**src/rtl/fetch_pc_unit_pkg.sv**
```systemverilog
// Shared fetch-stage definitions: FSM state encoding, PC width, bubble instruction.
// No logic, no latency.
// No backpressure; consumed by fetch_pc_unit and its IF/ID register.
package fetch_pc_unit_pkg;

    localparam int PC_W = 32;

    // addi x0,x0,0 -- the canonical RISC-V NOP used to fill bubbles
    localparam logic [31:0] NOP_INSTR_DEF = 32'h0000_0013;

    // Encoding 3 is unused and is treated as BOOT by the FSM
    typedef enum logic [1:0] {
        ST_BOOT = 2'd0,
        ST_RUN  = 2'd1,
        ST_HALT = 2'd2
    } fetch_state_e;

    // Sequential next-PC, wrapping modulo 2^PC_W
    function automatic logic [PC_W-1:0] pc_inc(input logic [PC_W-1:0] pc);
        return pc + PC_W'(4);
    endfunction

    // Force a redirect target onto a word boundary
    function automatic logic [PC_W-1:0] pc_align(input logic [PC_W-1:0] pc);
        return {pc[PC_W-1:2], 2'b00};
    endfunction

endpackage

```
**src/rtl/fetch_pc_unit_if_id_reg.sv**
```systemverilog
// IF/ID pipeline register: loads a fetched instruction, a bubble, or holds.
// Latency: one clock edge from load/bubble request to registered output.
// Backpressure: holds contents whenever neither load_i nor bubble_i is set.
module fetch_pc_unit_if_id_reg
    import fetch_pc_unit_pkg::*;
#(
    parameter logic [PC_W-1:0] RESET_PC  = '0,
    parameter logic [31:0]     NOP_INSTR = NOP_INSTR_DEF
) (
    input  logic            clk_i,
    input  logic            rst_i,
    input  logic            load_i,
    input  logic            bubble_i,
    input  logic [PC_W-1:0] pc_i,
    input  logic [31:0]     instr_i,
    output logic [PC_W-1:0] pc_o,
    output logic [PC_W-1:0] pc_plus4_o,
    output logic [31:0]     instr_o,
    output logic            valid_o
);

    logic [PC_W-1:0] pc_q, pc_d;
    logic [PC_W-1:0] pc_plus4_q, pc_plus4_d;
    logic [31:0]     instr_q, instr_d;
    logic            valid_q, valid_d;

    // Next contents: a real fetch wins over a bubble; a bubble keeps the PC fields
    always_comb begin
        pc_d       = pc_q;
        pc_plus4_d = pc_plus4_q;
        instr_d    = instr_q;
        valid_d    = valid_q;
        if (load_i) begin
            pc_d       = pc_i;
            pc_plus4_d = pc_inc(pc_i);
            instr_d    = instr_i;
            valid_d    = 1'b1;
        end else if (bubble_i) begin
            instr_d    = NOP_INSTR;
            valid_d    = 1'b0;
        end
    end

    // IF/ID storage with asynchronous reset to a bubble at RESET_PC
    always_ff @(posedge clk_i or posedge rst_i) begin
        if (rst_i) begin
            pc_q       <= RESET_PC;
            pc_plus4_q <= pc_inc(RESET_PC);
            instr_q    <= NOP_INSTR;
            valid_q    <= 1'b0;
        end else begin
            pc_q       <= pc_d;
            pc_plus4_q <= pc_plus4_d;
            instr_q    <= instr_d;
            valid_q    <= valid_d;
        end
    end

    assign pc_o       = pc_q;
    assign pc_plus4_o = pc_plus4_q;
    assign instr_o    = instr_q;
    assign valid_o    = valid_q;

endmodule

```
**src/rtl/fetch_pc_unit.sv**
```systemverilog
// Fetch stage: PC register, BOOT/RUN/HALT control FSM, IF/ID register, fetch counter.
// Latency: instruction at PC appears in IF/ID one edge after imem_addr = PC.
// Backpressure: stall holds PC and IF/ID; redirect overrides stall, halt and flush.
module fetch_pc_unit
    import fetch_pc_unit_pkg::*;
#(
    parameter logic [31:0] RESET_PC  = 32'h0000_0000,
    parameter logic [31:0] NOP_INSTR = NOP_INSTR_DEF
) (
    input  logic        clk,
    input  logic        rst,
    input  logic        stall,
    input  logic        flush,
    input  logic        redirect_valid,
    input  logic [31:0] redirect_pc,
    input  logic        halt_req,
    input  logic        resume,
    output logic [31:0] imem_addr,
    input  logic [31:0] imem_rdata,
    output logic [31:0] if_id_pc,
    output logic [31:0] if_id_pc_plus4,
    output logic [31:0] if_id_instr,
    output logic        if_id_valid,
    output logic [31:0] fetch_count,
    output logic        misalign_err,
    output logic [1:0]  fetch_state
);

    fetch_state_e    state_q, state_d;
    logic [PC_W-1:0] pc_q, pc_d;
    logic [31:0]     count_q, count_d;
    logic            misalign_q, misalign_d;
    logic            ifid_load;
    logic            ifid_bubble;

    // Control decode: redirect > halt_req > stall > flush > normal advance
    always_comb begin
        state_d     = state_q;
        pc_d        = pc_q;
        count_d     = count_q;
        misalign_d  = 1'b0;
        ifid_load   = 1'b0;
        ifid_bubble = 1'b0;
        case (state_q)
            ST_RUN: begin
                if (redirect_valid) begin
                    pc_d        = pc_align(redirect_pc);
                    misalign_d  = |redirect_pc[1:0];
                    ifid_bubble = 1'b1;
                end else if (halt_req) begin
                    state_d     = ST_HALT;
                    ifid_bubble = 1'b1;
                end else if (stall) begin
                    // PC held; a concurrent flush still squashes IF/ID
                    ifid_bubble = flush;
                end else if (flush) begin
                    pc_d        = pc_inc(pc_q);
                    ifid_bubble = 1'b1;
                end else begin
                    pc_d        = pc_inc(pc_q);
                    count_d     = count_q + 32'd1;
                    ifid_load   = 1'b1;
                end
            end
            ST_HALT: begin
                ifid_bubble = 1'b1;
                if (redirect_valid) begin
                    state_d    = ST_RUN;
                    pc_d       = pc_align(redirect_pc);
                    misalign_d = |redirect_pc[1:0];
                end else if (resume && !halt_req) begin
                    // First real fetch from the held PC happens on the next edge
                    state_d    = ST_RUN;
                end
            end
            default: begin
                // BOOT (and the unused encoding): one bubble cycle, PC held
                state_d     = ST_RUN;
                ifid_bubble = 1'b1;
            end
        endcase
    end

    // FSM, PC, counter and error pulse registers
    always_ff @(posedge clk or posedge rst) begin
        if (rst) begin
            state_q    <= ST_BOOT;
            pc_q       <= RESET_PC;
            count_q    <= '0;
            misalign_q <= 1'b0;
        end else begin
            state_q    <= state_d;
            pc_q       <= pc_d;
            count_q    <= count_d;
            misalign_q <= misalign_d;
        end
    end

    fetch_pc_unit_if_id_reg #(
        .RESET_PC  (RESET_PC),
        .NOP_INSTR (NOP_INSTR)
    ) u_if_id_reg (
        .clk_i      (clk),
        .rst_i      (rst),
        .load_i     (ifid_load),
        .bubble_i   (ifid_bubble),
        .pc_i       (pc_q),
        .instr_i    (imem_rdata),
        .pc_o       (if_id_pc),
        .pc_plus4_o (if_id_pc_plus4),
        .instr_o    (if_id_instr),
        .valid_o    (if_id_valid)
    );

    assign imem_addr    = pc_q;
    assign fetch_count  = count_q;
    assign misalign_err = misalign_q;
    assign fetch_state  = state_q;

endmodule
```
**config.mk**
```make
export PLATFORM = sky130hd
export DESIGN_NAME = fetch_pc_unit
export DESIGN_NICKNAME = d
export VERILOG_FILES = /design/src/rtl/fetch_pc_unit_pkg.sv /design/src/rtl/fetch_pc_unit_if_id_reg.sv /design/src/rtl/fetch_pc_unit.sv
export SDC_FILE = /design/constraint.sdc
export NUM_CORES = 1
export LEC_CHECK = 0
export ABC_AREA = 0
export CAP_MARGIN = 20
export CORE_ASPECT_RATIO = 1.1
export CORE_UTILIZATION = 51
export CTS_CLUSTER_SIZE = 14
export DETAILED_ROUTE_END_ITERATION = 16
export GPL_ROUTABILITY_DRIVEN = 0
export PLACE_DENSITY = 0.95
export SLEW_MARGIN = 25
export SYNTH_ARGS = -nofsm -noshare
export SYNTH_HDL_FRONTEND = slang
export SYNTH_SLANG_ARGS = --single-unit
```
**constraint.sdc**
```tcl
create_clock -name clk -period 14.9 [get_ports clk]
set_input_delay 1.49 -clock clk [delete_from_list [all_inputs] [get_ports clk]]
set_output_delay 1.49 -clock clk [all_outputs]
set_load 0.02 [all_outputs]
```
# After elaboration in Yosys (flattened, before gate mapping)
# Index checks and enable logic that the tools add are counted.
# word_totals
regBits	164
input_bits	71
output_inout_bits	164
elab_cells	57
# op_classes
addsub	2
eq_ne	8
muxes	26
n_bitwise	4
reduce_logical	9
# op_table
op	n
32-bit two-way mux	6
32-bit case mux with 2 select lines	1
32-bit by 1-bit adder with 32-bit output (second input constant)	1
32-bit by 3-bit adder with 32-bit output (second input constant)	1
1-bit two-way mux	14
3-bit != test (second input constant)	3
2-bit two-way mux	4
2-bit != test (second input constant)	3
5-bit AND reduction	1
1-bit NOT	4
2-bit case mux with 2 select lines	1
4-bit AND reduction	1
2-bit nonzero test	2
2-bit OR reduction	2
3-bit AND reduction	1
2-bit by 1-bit equality test with 1-bit output (second input constant)	1
2-bit equality test (second input constant)	1
1-bit logical AND	1
1-bit zero test	1

# Longest topological paths before layout
# Gate-level depths: netlist of the first run.
# depth
word_depth	7
mapped_depth	9
depth_no_buf	6

# Modules after synthesis
# Synthesis of the first run repeated with hierarchy kept, for this count alone.
# hier_totals
hier_cells	733
area_unflattened_um2	7678.6
# modules_own_cells
module	n_inst	cells_each	area_per_inst_um2	seq_area_each_um2
fetch_pc_unit_if_id_reg	1	341	4038.9	2382.3
fetch_pc_unit	1	392	3639.7	1626.6

# Worst setup path after synthesis of the first run
# Ideal clock, no wire load.
# synth_timing
kind	input port to flip-flop
start	input port flush
end	register count_q[29], in the netlist fetch_count[29]
setup_time_ns	0.129
arrival_time_ns	2.859
required_ns	14.771
path_slack_ns	11.912
stages	5
path_buffers	1
cell_sequence	or4b_1 > buf_2 > nor4b_4 > nand4_1 > xnor2_1
# synth_via
elab_chain_cells	2
# synth_lines
element	line_no	text
start: declaration	fetch_pc_unit.sv:13	input logic flush,
1-bit NOT (no line)	--	
5-bit AND reduction (no line)	--	
end signal: assignment	fetch_pc_unit.sv:94	count_q <= count_d;
end: declaration	fetch_pc_unit.sv:31	logic [31:0] count_q, count_d;
# Every way passes these cells.
# A chain may end at the register's enable or synchronous reset.

# Final worst setup path of the first run
# layout_timing
start	input port redirect_valid
end	register u_if_id_reg.pc_plus4_q[23], in the netlist u_if_id_reg.pc_plus4_o[23]
# layout_via
elab_chain_cells	2
# layout_lines
element	line_no	text
start: declaration	fetch_pc_unit.sv:14	input logic redirect_valid,
1-bit two-way mux	fetch_pc_unit.sv:46	if (redirect_valid) begin
1-bit two-way mux	fetch_pc_unit.sv:44	case (state_q)
end signal: assignment	fetch_pc_unit_if_id_reg.sv:48	pc_plus4_q <= pc_inc(RESET_PC);
end signal: assignment	fetch_pc_unit_if_id_reg.sv:53	pc_plus4_q <= pc_plus4_d;
end: declaration	fetch_pc_unit_if_id_reg.sv:23	logic [PC_W-1:0] pc_plus4_q, pc_plus4_d;
# Every way passes these cells.

==> results.md, run 1 <==
| Step | Result | Value |
|:---|:---|:---|
| run status | Status | completed |
| worst hold path | Worst hold path cell count | 2 |
| clock network | Clock net sink count | 158 |
| power | Power per unit of standard cell area | 191 nW/um^2 |
| sta | Setup repair after global routing missed its margin | false |
| clock network | CTS clock-pin slew for the worst setup and hold paths | 0.06 ns |
| finish | Number of fill cells in the layout | 1031 |
| clock network | CTS Buf Count | 17 |
| clock network | Clock latency at the later pin of the worst-skew pair | 0.44 ns |
| logic synthesis | #FFs+latches synth | 158 |
| logic synthesis | Main flop type after synthesis | sky130_fd_sc_hd__dfrtp_1 |
| global route | Gr usage total | 29.8% |
| detailed routing | Detail Route Antenna Nets | 0 |
| worst hold path | Worst hold path startpoint | u_if_id_reg.pc_plus4_o[23]$_DFFE_PP0P_ |
| finish | Highest-count cells in the layout ignoring fill and taps | sky130_fd_sc_hd__clkdlybuf4s50_1, sky130_fd_sc_hd__dfrtp_1, sky130_fd_sc_hd__nand2_1, sky130_fd_sc_hd__nor2_1, sky130_fd_sc_hd__nand3_1 |
| worst setup path | FF-to-FF setup slack | 11.85 ns |
| worst hold path | Class of the tightest hold or removal check | register to register |
| worst setup path | Arrival time of data at the critical path endpoint | 4.86 ns |
| finish | Area occupied by multi-input gates | 3440 sq um |
| logic synthesis | Number of enable-type register cells in the synthesized netlist | 0 |
| floorplanning | Core footprint | 14600 sq um |
| placed design | Cell area after placement | 10000 sq um |
| sta | Min cycle time layout | 4.49 ns |
| worst setup path | Critical R2R Launch | imem_addr[2]$_DFFE_PP0P_ |
| worst setup path | End of the worst register-to-register path | imem_addr[20]$_DFFE_PP0P_ |
| detailed routing | Average wire per standard cell | 19.3 um |
| clock network | Setup Fix Bufs, Post-CTS | 0 |
| detailed routing | Number of detailed-route iterations in the first pass | 5 |
| global route | Initial antenna violation count | 0 |
| logic synthesis | Mean instance size in the synthesized netlist | 9.56 sq um |
| detailed routing | Via count | 7280 |
| clock network | Clock tree from TritonCTS | yes |
| detailed routing | Via-to-Cell Ratio | 6.05 |
| logic synthesis | Area fraction of the dominant cell type after synthesis | 49.9% |
| clock network | Count of instances resized after the clock tree is built | 0 |
| clock network | Count of H-tree levels built during CTS | 4 |
| clock network | Count of hold-fix buffers inserted at cts | 0 |
| logic synthesis | Post-synthesis async set-or-reset flop share | 100% |
| sta | Fin crit share | 30.1% |
| global route | Pin count of the biggest net entering global routing | 103 |
| finish | Most common cell after layout, fill and taps aside | sky130_fd_sc_hd__clkdlybuf4s50_1 |
| sta | Setup TNS | 0 ns |
| worst hold path | Terminating pin of the worst hold path | u_if_id_reg.pc_plus4_o[23]$_DFFE_PP0P_ |
| logic synthesis | Synth area leaders | sky130_fd_sc_hd__dfrtp_1, sky130_fd_sc_hd__nand2_1, sky130_fd_sc_hd__mux2i_1 |
| floorplanning | Die Span X | 119 um |
| logic synthesis | Number of library cell types mapped by synthesis | 61 |
| worst setup path | Setup crit end kind | register |
| global route | Vias in the first global route | 6939 |
| detailed routing | Initial DRC count | 869 |
| sta | Setup Viol. Count Final | 0 |
| power | Static leakage power | 4.53 nW |
| power | Maximum vdd drop | 0.133 mV |
| worst setup path | Count of cells along the worst register-to-register path | 5 |
| finish | Net count of the finished layout | 1074 |
| sta | Maximum frequency from static timing analysis | 0.223 GHz |
| floorplanning | Initial standard-cell utilization of the core | 52.8% |
| floorplanning | Die Height | 131 um |
| worst setup path | Worst EP required | 15.27 ns |
| finish | Share of layout cells above drive strength 1 | 6.43% |
| flow run | Maximum Capacitance Violations | 0 |
| sta | Rel. slew slack | 34.8% |
| logic synthesis | Post-Syn Instances | 808 |
| finish | Register area | 3960 sq um |
| sta | Worst clock skew on the final layout | 0.0126 ns |
| logic synthesis | Cell taking the most area after synthesis | sky130_fd_sc_hd__dfrtp_1 |
| detailed routing | Remaining DRCs | 0 |
| floorplanning | Die outline area | 15600 sq um |
| placed design | HPWL after detailed placement | 15800 um |
| worst setup path | Worst-path fanout max | 54 |
| power | Total chip power | 0.00204 W |
| finish | Fin area | 10700 sq um |
| sta | Max-slew violation count | 0 |
| clock network | Clock Tree Root | sky130_fd_sc_hd__clkbuf_16 |
| placed design | Count of buffers inserted at the top-level ports | 228 |
| sta | Hold violation total from the final report | 0 |
| logic synthesis | Synth warnings | 0 |
| detailed routing | Post-Route WL | 23200 um |
| global route | Congestion Overflow GR | 0 |
| floorplanning | Row count | 46 |
| clock network | Number of buffers on the longest clock path | 2 |
| finish | Number of antenna repair diodes | 0 |
| floorplanning | Ports | 235 |
| logic synthesis | Combined area of all synthesized cells | 7720 sq um |
| sta | Worst-Margin Slew | 0.976 ns |
| worst setup path | Type of the worst setup path | primary input to register |
| finish | Area added between synthesis and finish | 38.2% |
| worst setup path | Critical Path Source Type | primary input |
| logic synthesis | Share of synthesized area occupied by flip-flops and latches | 51.3% |
| global route | Wire length of the first global-routing pass | 36200 um |
## kinds of logic after synthesis
kind of cell | share of synthesized area [%]
multiplexers | 3.89
other | 0.0486
flip-flops | 51.3
XOR/XNOR | 4.76
buffers and inverters | 4.73
AND/OR/NAND/NOR | 23.4
adder cells (fa/ha/maj) | 0.648
AO/OA/AOI/OAI | 11.2
## final cells by class
type                       instances  area share (%)
clock inverter                    10            1.73
multi-input combinational        575            32.2
sequential                       158            37.1
tap                              192            2.25
timing repair buffer             236            21.9
inverter                          11           0.434
clock buffer                      21            4.41
## metrics by stage
step / cells / hold WS, ns / util [%] / setup WS (ns)
finish: 1203 / 0.477 / 73.0 / 10.41
global route: 1203 / 0.498 / 73.0 / 10.20
CTS: 1203 / 0.480 / 73.0 / 10.47
detailed placement: 1172 / 0.464 / 68.5 / 10.04
global placement: 1172 / 0.460 / 68.5 / 10.01
floorplan: 813 / 0.513 / - / 9.15
## sequential cells by signal, indices dropped and copies added, names as in the netlist
name	cells
fetch_state	2
imem_addr	30
u_if_id_reg.valid_o	1
u_if_id_reg.pc_o	30
fetch_count	32
u_if_id_reg.instr_o	32
u_if_id_reg.pc_plus4_o	30
misalign_err	1
## power breakdown
group	leakage (nW)	internal (W)	total (W)	switching [W]
logic	2.22	0.000367	0.000830	0.000463
registers	1.99	0.000560	0.000729	0.000169
clock network	0.319	0.000309	0.000482	0.000172
total	4.53	0.00124	0.00204	0.000805
## how the worst max path moves through the flow
stage                                                   to           start  cells past startpoint
floorplan                       fetch_count[0]$_DFFE_PP0P_             rst                      1
global placement    u_if_id_reg.pc_plus4_o[23]$_DFFE_PP0P_  redirect_valid                      7
detailed placement  u_if_id_reg.pc_plus4_o[23]$_DFFE_PP0P_  redirect_valid                      7
CTS                 u_if_id_reg.pc_plus4_o[23]$_DFFE_PP0P_  redirect_valid                      7
global route        u_if_id_reg.pc_plus4_o[23]$_DFFE_PP0P_  redirect_valid                      7
finish              u_if_id_reg.pc_plus4_o[23]$_DFFE_PP0P_  redirect_valid                      7
## worst max-delay path, cell delays in order
cell                              delay [ns]
sky130_fd_sc_hd__clkdlybuf4s50_1        0.92
sky130_fd_sc_hd__or4b_1                 0.69
sky130_fd_sc_hd__buf_4                  0.28
sky130_fd_sc_hd__or2_2                  0.47
sky130_fd_sc_hd__buf_4                  0.33
sky130_fd_sc_hd__or4_1                  0.55
sky130_fd_sc_hd__nand3_1                0.09
## layer usage
| layer | global-route usage (%) | wire, um |
|---|---|---|
| met1 | 36.2 | 8880 |
| met2 | 50.8 | 11300 |
| met3 | 8.04 | 2330 |
| met4 | 12.4 | 654 |
| met5 | 0 | 0 |
## cells in the mapped netlist, types with 5 or more instances
cell type,n
sky130_fd_sc_hd__a21oi_1,10
sky130_fd_sc_hd__a31oi_1,15
sky130_fd_sc_hd__a32oi_1,16
sky130_fd_sc_hd__and2_1,5
sky130_fd_sc_hd__and3_1,8
sky130_fd_sc_hd__buf_1,5
sky130_fd_sc_hd__buf_2,18
sky130_fd_sc_hd__buf_4,9
sky130_fd_sc_hd__clkbuf_1,35
sky130_fd_sc_hd__dfrtp_1,154
sky130_fd_sc_hd__inv_1,11
sky130_fd_sc_hd__mux2i_1,30
sky130_fd_sc_hd__nand2_1,136
sky130_fd_sc_hd__nand3_1,39
sky130_fd_sc_hd__nand4_1,29
sky130_fd_sc_hd__nor2_1,69
sky130_fd_sc_hd__nor3_1,11
sky130_fd_sc_hd__o211ai_1,17
sky130_fd_sc_hd__o21ai_0,38
sky130_fd_sc_hd__o31ai_1,5
sky130_fd_sc_hd__or2_2,5
sky130_fd_sc_hd__or3_1,16
sky130_fd_sc_hd__or4_1,15
sky130_fd_sc_hd__xnor2_1,25
sky130_fd_sc_hd__xor2_1,17
Power figures use the tool's default switching activity.
==> run 2: changes to the inputs <==
- CORE_UTILIZATION: 51 -> 43
- PLACE_DENSITY: 0.95 -> 0.86
- clock period: 14.9 -> 3.8 ns (I/O delays scaled with it)
==> results.md, run 2 (same netlist as run 1, synthesis figures left out) <==
| Step | Result | Value | Change |
|:---|:---|:---|:---|
| finish | Number of fill cells in the layout | 1445 | was 1031 |
| detailed routing | Average wire per standard cell | 18.3 um | was 19.3 um |
| finish | Area added between synthesis and finish | 38.4% | was 38.2% |
| clock network | Setup Fix Bufs, Post-CTS | 0 | unchanged |
| detailed routing | Post-Route WL | 22900 um | was 23200 um |
| clock network | Clock tree from TritonCTS | yes | unchanged |
| worst setup path | Cell with the largest stage delay on the worst path | sky130_fd_sc_hd__or4_1 | was sky130_fd_sc_hd__clkdlybuf4s50_1 |
| global route | Vias in the first global route | 6777 | was 6939 |
| run status | Status | completed | unchanged |
| clock network | Clock latency at the later pin of the worst-skew pair | 0.43 ns | was 0.44 ns |
| clock network | Count of instances resized after the clock tree is built | 0 | unchanged |
| worst setup path | Maximum single-stage delay on the critical path | 0.47 ns | was 0.92 ns |
| worst setup path | Setup crit end kind | register | unchanged |
| clock network | Clock Tree Root | sky130_fd_sc_hd__clkbuf_16 | unchanged |
| finish | Final Core Density | 60.7% | was 73.0% |
| clock network | Count of H-tree levels built during CTS | 4 | unchanged |
| worst setup path | FF-to-FF setup slack | 1.21 ns | was 11.85 ns |
| worst setup path | Count of cells along the worst register-to-register path | 7 | was 5 |
| global route | Congestion Overflow GR | 0 | unchanged |
| placed design | HPWL after detailed placement | 16100 um | was 15800 um |
| detailed routing | Remaining DRCs | 0 | unchanged |
| global route | Wire length of the first global-routing pass | 36200 um | about the same |
| detailed routing | Initial DRC count | 554 | was 869 |
| worst setup path | Critical R2R Launch | fetch_state[0]$_DFFE_PP0P_ | was imem_addr[2]$_DFFE_PP0P_ |
| clock network | Clock net sink count | 158 | unchanged |
| floorplanning | Initial standard-cell utilization of the core | 43.9% | was 52.8% |
| finish | Most common cell after layout, fill and taps aside | sky130_fd_sc_hd__clkdlybuf4s50_1 | unchanged |
| detailed routing | Detail Route Antenna Nets | 0 | unchanged |
| sta | Setup Viol. Count Final | 0 | unchanged |
| sta | Rel. slew slack | 37.0% | was 34.8% |
| power | Maximum vdd drop | 0.458 mV | was 0.133 mV |
| detailed routing | Number of detailed-route iterations in the first pass | 5 | unchanged |
| worst hold path | Class of the tightest hold or removal check | primary input to asynchronous set/reset pin | was register to register |
| power | Total chip power | 0.00770 W | was 0.00204 W |
| floorplanning | Row count | 51 | was 46 |
| sta | PnR worst setup slack | 1.21 ns | was 10.41 ns |
| detailed routing | Via-to-Cell Ratio | 5.53 | was 6.05 |
| sta | Worst clock skew on the final layout | 0.00974 ns | was 0.0126 ns |
| worst setup path | Worst-path fanout max | 21 | was 54 |
| sta | Setup repair after global routing missed its margin | false | unchanged |
| finish | Number of antenna repair diodes | 0 | unchanged |
| power | Static leakage power | 4.49 nW | was 4.53 nW |
| worst setup path | Type of the worst setup path | register to register | was primary input to register |
| floorplanning | Core footprint | 17600 sq um | was 14600 sq um |
| sta | Setup TNS | 0 ns | unchanged |
| detailed routing | Via count | 6946 | was 7280 |
| placed design | Cell area after placement | 10100 sq um | was 10000 sq um |
| worst setup path | Worst EP required | 4.16 ns | was 15.27 ns |
| worst setup path | Top Family by Delay on Critical Path | simple AND/OR/NAND/NOR gates | unchanged |
| floorplanning | Die outline area | 18500 sq um | was 15600 sq um |
| global route | Pin count of the biggest net entering global routing | 70 | was 103 |
| clock network | Number of buffers on the longest clock path | 2 | unchanged |
| placed design | Count of buffers inserted at the top-level ports | 228 | unchanged |
| clock network | CTS Buf Count | 17 | unchanged |
| worst setup path | List of cells traversed by the critical path | inv_1 > ha_1 > or2_2 > o21ai_2 > buf_4 > or4_1 > nand3_1 | was clkdlybuf4s50_1 > or4b_1 > buf_4 > or2_2 > buf_4 > or4_1 > nand3_1 |
| finish | Fin area | 10700 sq um | about the same |
| sta | Max-slew violation count | 0 | unchanged |
| floorplanning | Die Height | 143 um | was 131 um |
| power | Power per unit of standard cell area | 720 nW/um^2 | was 191 nW/um^2 |
| sta | Worst-Margin Slew | 0.945 ns | was 0.976 ns |
| global route | Initial antenna violation count | 0 | unchanged |
| sta | Min cycle time layout | 2.59 ns |  |
| sta | Maximum frequency from static timing analysis | 0.386 GHz |  |
| placed design | Setup slack at placement | 0.996 ns | was 10.04 ns |
| global route | Gr usage total | 25.5% | was 29.8% |
| finish | Highest-count cells in the layout ignoring fill and taps | sky130_fd_sc_hd__clkdlybuf4s50_1, sky130_fd_sc_hd__dfrtp_1, sky130_fd_sc_hd__nand2_1, sky130_fd_sc_hd__nor2_1, sky130_fd_sc_hd__nand3_1 | unchanged |
| finish | Share of layout cells above drive strength 1 | 6.98% | was 6.43% |
| clock network | Count of hold-fix buffers inserted at cts | 0 | unchanged |
| worst setup path | End of the worst register-to-register path | imem_addr[23]$_DFFE_PP0P_ | was imem_addr[20]$_DFFE_PP0P_ |
| flow run | Maximum Capacitance Violations | 0 | unchanged |
| worst setup path | Bufs and invs on worst path | 2 | was 3 |
| sta | Fin crit share | 68.2% |  |
| worst setup path | Critical Path Source Type | register | was primary input |
| sta | Hold violation total from the final report | 0 | unchanged |
| floorplanning | Ports | 235 | unchanged |
| finish | Net count of the finished layout | 1080 | was 1074 |
| worst setup path | Arrival time of data at the critical path endpoint | 2.95 ns | was 4.86 ns |
| clock network | CTS clock-pin slew for the worst setup and hold paths | 0.07 ns | was 0.06 ns |
| floorplanning | Die Span X | 130 um | was 119 um |
==> run 2: where the power goes <==
part	total [W]	leakage, nW	switching (W)	internal (W)
clock network	0.00162	0.250	0.000707	0.000917
logic	0.00325	2.25	0.00180	0.00145
registers	0.00283	1.99	0.000640	0.00219
==> run 2: final cells by class <==
class	instances	area (sq um)	area share (%)
sequential	158	3960	37.0
multi-input combinational	575	3440	32.2
timing repair buffer	242	2390	22.4
clock buffer	19	443	4.14
tap	238	298	2.79
clock inverter	12	114	1.06
inverter	11	45.0	0.421
==> run 2: metrics by stage <==
stage | hold slack [ns] | instances
floorplan | 0.513 | 813
global placement | 0.459 | 1224
detailed placement | 0.461 | 1224
CTS | 0.329 | 1255
global route | 0.354 | 1255
finish | 0.323 | 1255
==> run 2: worst max-delay path by stage <==
| stage | cells after the start | slack, ns | start | end |
|---|---|---|---|---|
| 2_1_floorplan | 1 | 1.42 | rst | fetch_count[0]$_DFFE_PP0P_ |
| 3_3_place_gp | 5 | 1.02 | flush | u_if_id_reg.pc_plus4_o[31]$_DFFE_PP0P_ |
| 3_5_place_dp | 5 | 1.0 | flush | u_if_id_reg.pc_plus4_o[23]$_DFFE_PP0P_ |
| 4_1_cts | 6 | 1.22 | fetch_state[1]$_DFFE_PP0P_ | u_if_id_reg.pc_plus4_o[23]$_DFFE_PP0P_ |
| 5_1_grt | 6 | 1.0 | fetch_state[1]$_DFFE_PP0P_ | fetch_count[30]$_DFFE_PP0P_ |
| 6_report | 7 | 1.21 | fetch_state[0]$_DFFE_PP0P_ | imem_addr[23]$_DFFE_PP0P_ |
==> run 2: metal layers <==
metal  part of all wire (%)  wire, um  up-vias  global-route usage [%]
li1                       -         -     3258                       -
met1                     39      8880     3286                    30.3
met2                     49     11100      361                    43.8
met3                     10      2380       41                    7.07
met4                    2.3       521        0                    8.81
met5                      0         0        -                       0
==> patch, RTL diff (flow settings as in run 2) <==
Make the reset (`rst` and `rst_i`) synchronous in 2 clocked blocks. Comments in the files are not updated.
--- a/src/rtl/fetch_pc_unit_if_id_reg.sv
+++ b/src/rtl/fetch_pc_unit_if_id_reg.sv
@@ -43,5 +43,5 @@
 
     // IF/ID storage with asynchronous reset to a bubble at RESET_PC
-    always_ff @(posedge clk_i or posedge rst_i) begin
+    always_ff @(posedge clk_i) begin
         if (rst_i) begin
             pc_q       <= RESET_PC;
--- a/src/rtl/fetch_pc_unit.sv
+++ b/src/rtl/fetch_pc_unit.sv
@@ -83,5 +83,5 @@
 
     // FSM, PC, counter and error pulse registers
-    always_ff @(posedge clk or posedge rst) begin
+    always_ff @(posedge clk) begin
         if (rst) begin
             state_q    <= ST_BOOT;
Function: differs if rst is asserted again (counterexample within 4 cycles, from zero or initial values and one cycle with rst high); with rst held inactive, the same outputs for 4 cycles.
==> patch against run 2 <==
Critical path depth shrank 1. Cell area shrank 5.9%. Area after synthesis shrank 7.9%. First-iteration DRC count shrank 18%. Setup slack lost 0.079 ns. Sequential share of layout area shrank 5.6 points. Routed wire length shrank 11%. Highest routed layer unchanged. Sequential cell count is the same.
Power is not compared: it rests on default switching activity, and its combinational part moved more than twofold at a synthesized area within 25%.
==> patch: results (changes against run 2) <==
Final layout
  • Non-Filler Instances: 1264 (+0.72%)
  • Number of sequential cells: 158 (unchanged)
  • Multi-Input Combinational: 619 (+7.7%)
  • Multi-input logic portion of the cell area: 0.360 (+0.0383)
  • FF+latch area: 3160 um^2 (-20%)
  • Clock buf/inv share: 0.0583 (+0.00623)
  • Fillers: 1316 (-8.9%)
  • Final-layout non-clock buffer area share: 0.238 (+0.0137)
  • # clk buffers: 21 (+2)
  • Inverters: 13 (+2)
  • Final nets: 1126 (+4.3%)
  • Multi-input logic area: 3620 um^2 (+5.3%)

Worst setup path
  • Reg2Reg Depth: 6 (-1)
  • Critical Path End: imem_addr[16]$_SDFFE_PP0P_
  • Peak fanout along the critical path: 8 (-62%)
  • Worst path slowest cell: nor4_2
  • Worst reg-to-reg setup slack: 1.13 ns (-0.08 ns)
  • CP peak stage delay: 0.59 ns (+0.12 ns)
  • Worst Path Arrival: 3.03 ns (+0.08 ns)
  • Worst Setup SP: imem_addr[2]$_SDFFE_PP0P_

Placed design
  • Placed cell area: 9480 um^2 (-6.5%)
  • Hpwl dp: 14300 um (-12%)
  • Dpl ws: 0.957 ns (-0.0391 ns)

Routing
  • Via count: 6916 (-0.43%)
  • Wire per inst: 16.1 um (-12%)
  • Drt pass-1 iters: 7 (+2)
  • Metal2 WL: 9580 um (-14%)
  • Metal3 WL: 1510 um (-37%)
  • Post-Route M1 WL: 8900 um (+0.20%)

Synth
  • Post-synth ARST share: 0 (-1.00)
  • Cell variety after synth: 60 (-1.6%)
  • Adder-cell share of the synthesized area: 0.00703 (+0.000555)
  • Synthesized cell area: 7110 um^2 (-7.9%)
  • Synth Flop Type: dfxtp_1
  • Post-synth top cells: 158 x dfxtp_1, 110 x nor2_1, 101 x nand2_1, 67 x a21oi_1, 44 x clkbuf_1
  • Ranking of synthesized cells by area: dfxtp_1 44%, nor2_1 5.8%, nand2_1 5.3%, a21oi_1 4.7%, mux2i_1 4.2%
  • Post-synthesis sequential area ratio: 0.445 (-0.0680)
  • Mean cell area of the mapped netlist: 8.32 um^2 (-13%)
  • Mux contribution to synthesized area: 0.0438 (+0.00491)
  • Post-synthesis compound-gate area fraction: 0.162 (+0.0494)
  • Synth Area in XOR/XNOR: 0.0554 (+0.00777)

Global route
  • M2 GR Usage: 0.373 (-0.0650)
  • Initial antenna violation count: 0 (unchanged)
  • Vias in the first global route: 6221 (-8.2%)
  • Largest net degree at the start of global routing: 89 (+27%)
  • Met1 Use GR: 0.306 (+0.00324)
  • GR Util All Layers: 0.233 (-0.0214)

Run status
  • Status: finished, final reports clean

STA
  • Max Freq: 374 MHz (-3.0%)
  • Final Skew: 0.00936 ns (-0.000382 ns)
  • Hold Worst Slack: 0.362 ns (+0.0389 ns)

Clock network
  • Post_cts resized: 0 (unchanged)

Min path
  • Worst hold path endpoint: u_if_id_reg.pc_o[26]$_SDFFE_PP0P_
  • Worst Hold Class: input port to register
patch: cell types whose count changed in the layout (fill, tap and decap cells not counted), sizes merged, moves of 13 or more:
cell	delta
a211oi	+24
a21oi	+57
a32oi	-13
dfrtp	-154
dfxtp	+158
nand2	-35
nor2	+41
o211ai	-17
patch: logic make-up (layout without fill, tap and decap cells):
| logic type | Yosys count | after routing |
|---|---|---|
| buffers and inverters | 83 | 287 |
| other | 1 | 6 |
| AND/OR/NAND/NOR | 350 | 350 |
| multiplexers | 31 | 31 |
| adder cells (fa/ha/maj) | 4 | 4 |
| AO/OA/AOI/OAI | 183 | 183 |
| flip-flops | 158 | 158 |
| XOR/XNOR | 45 | 45 |
patch: worst reg2reg max path: stages, from the launching register on:
cell     delay (ns)
dfxtp_1        0.51
ha_1           0.32
nand3_1        0.26
nor4_2         0.59
nand3_1        0.25
or4_1          0.54
a31oi_1        0.13
patch: power by group:
group	switching, W	internal, W
clock network	0.000705	0.000977
logic	0.000321	0.000286
registers	0.0000965	0.00171
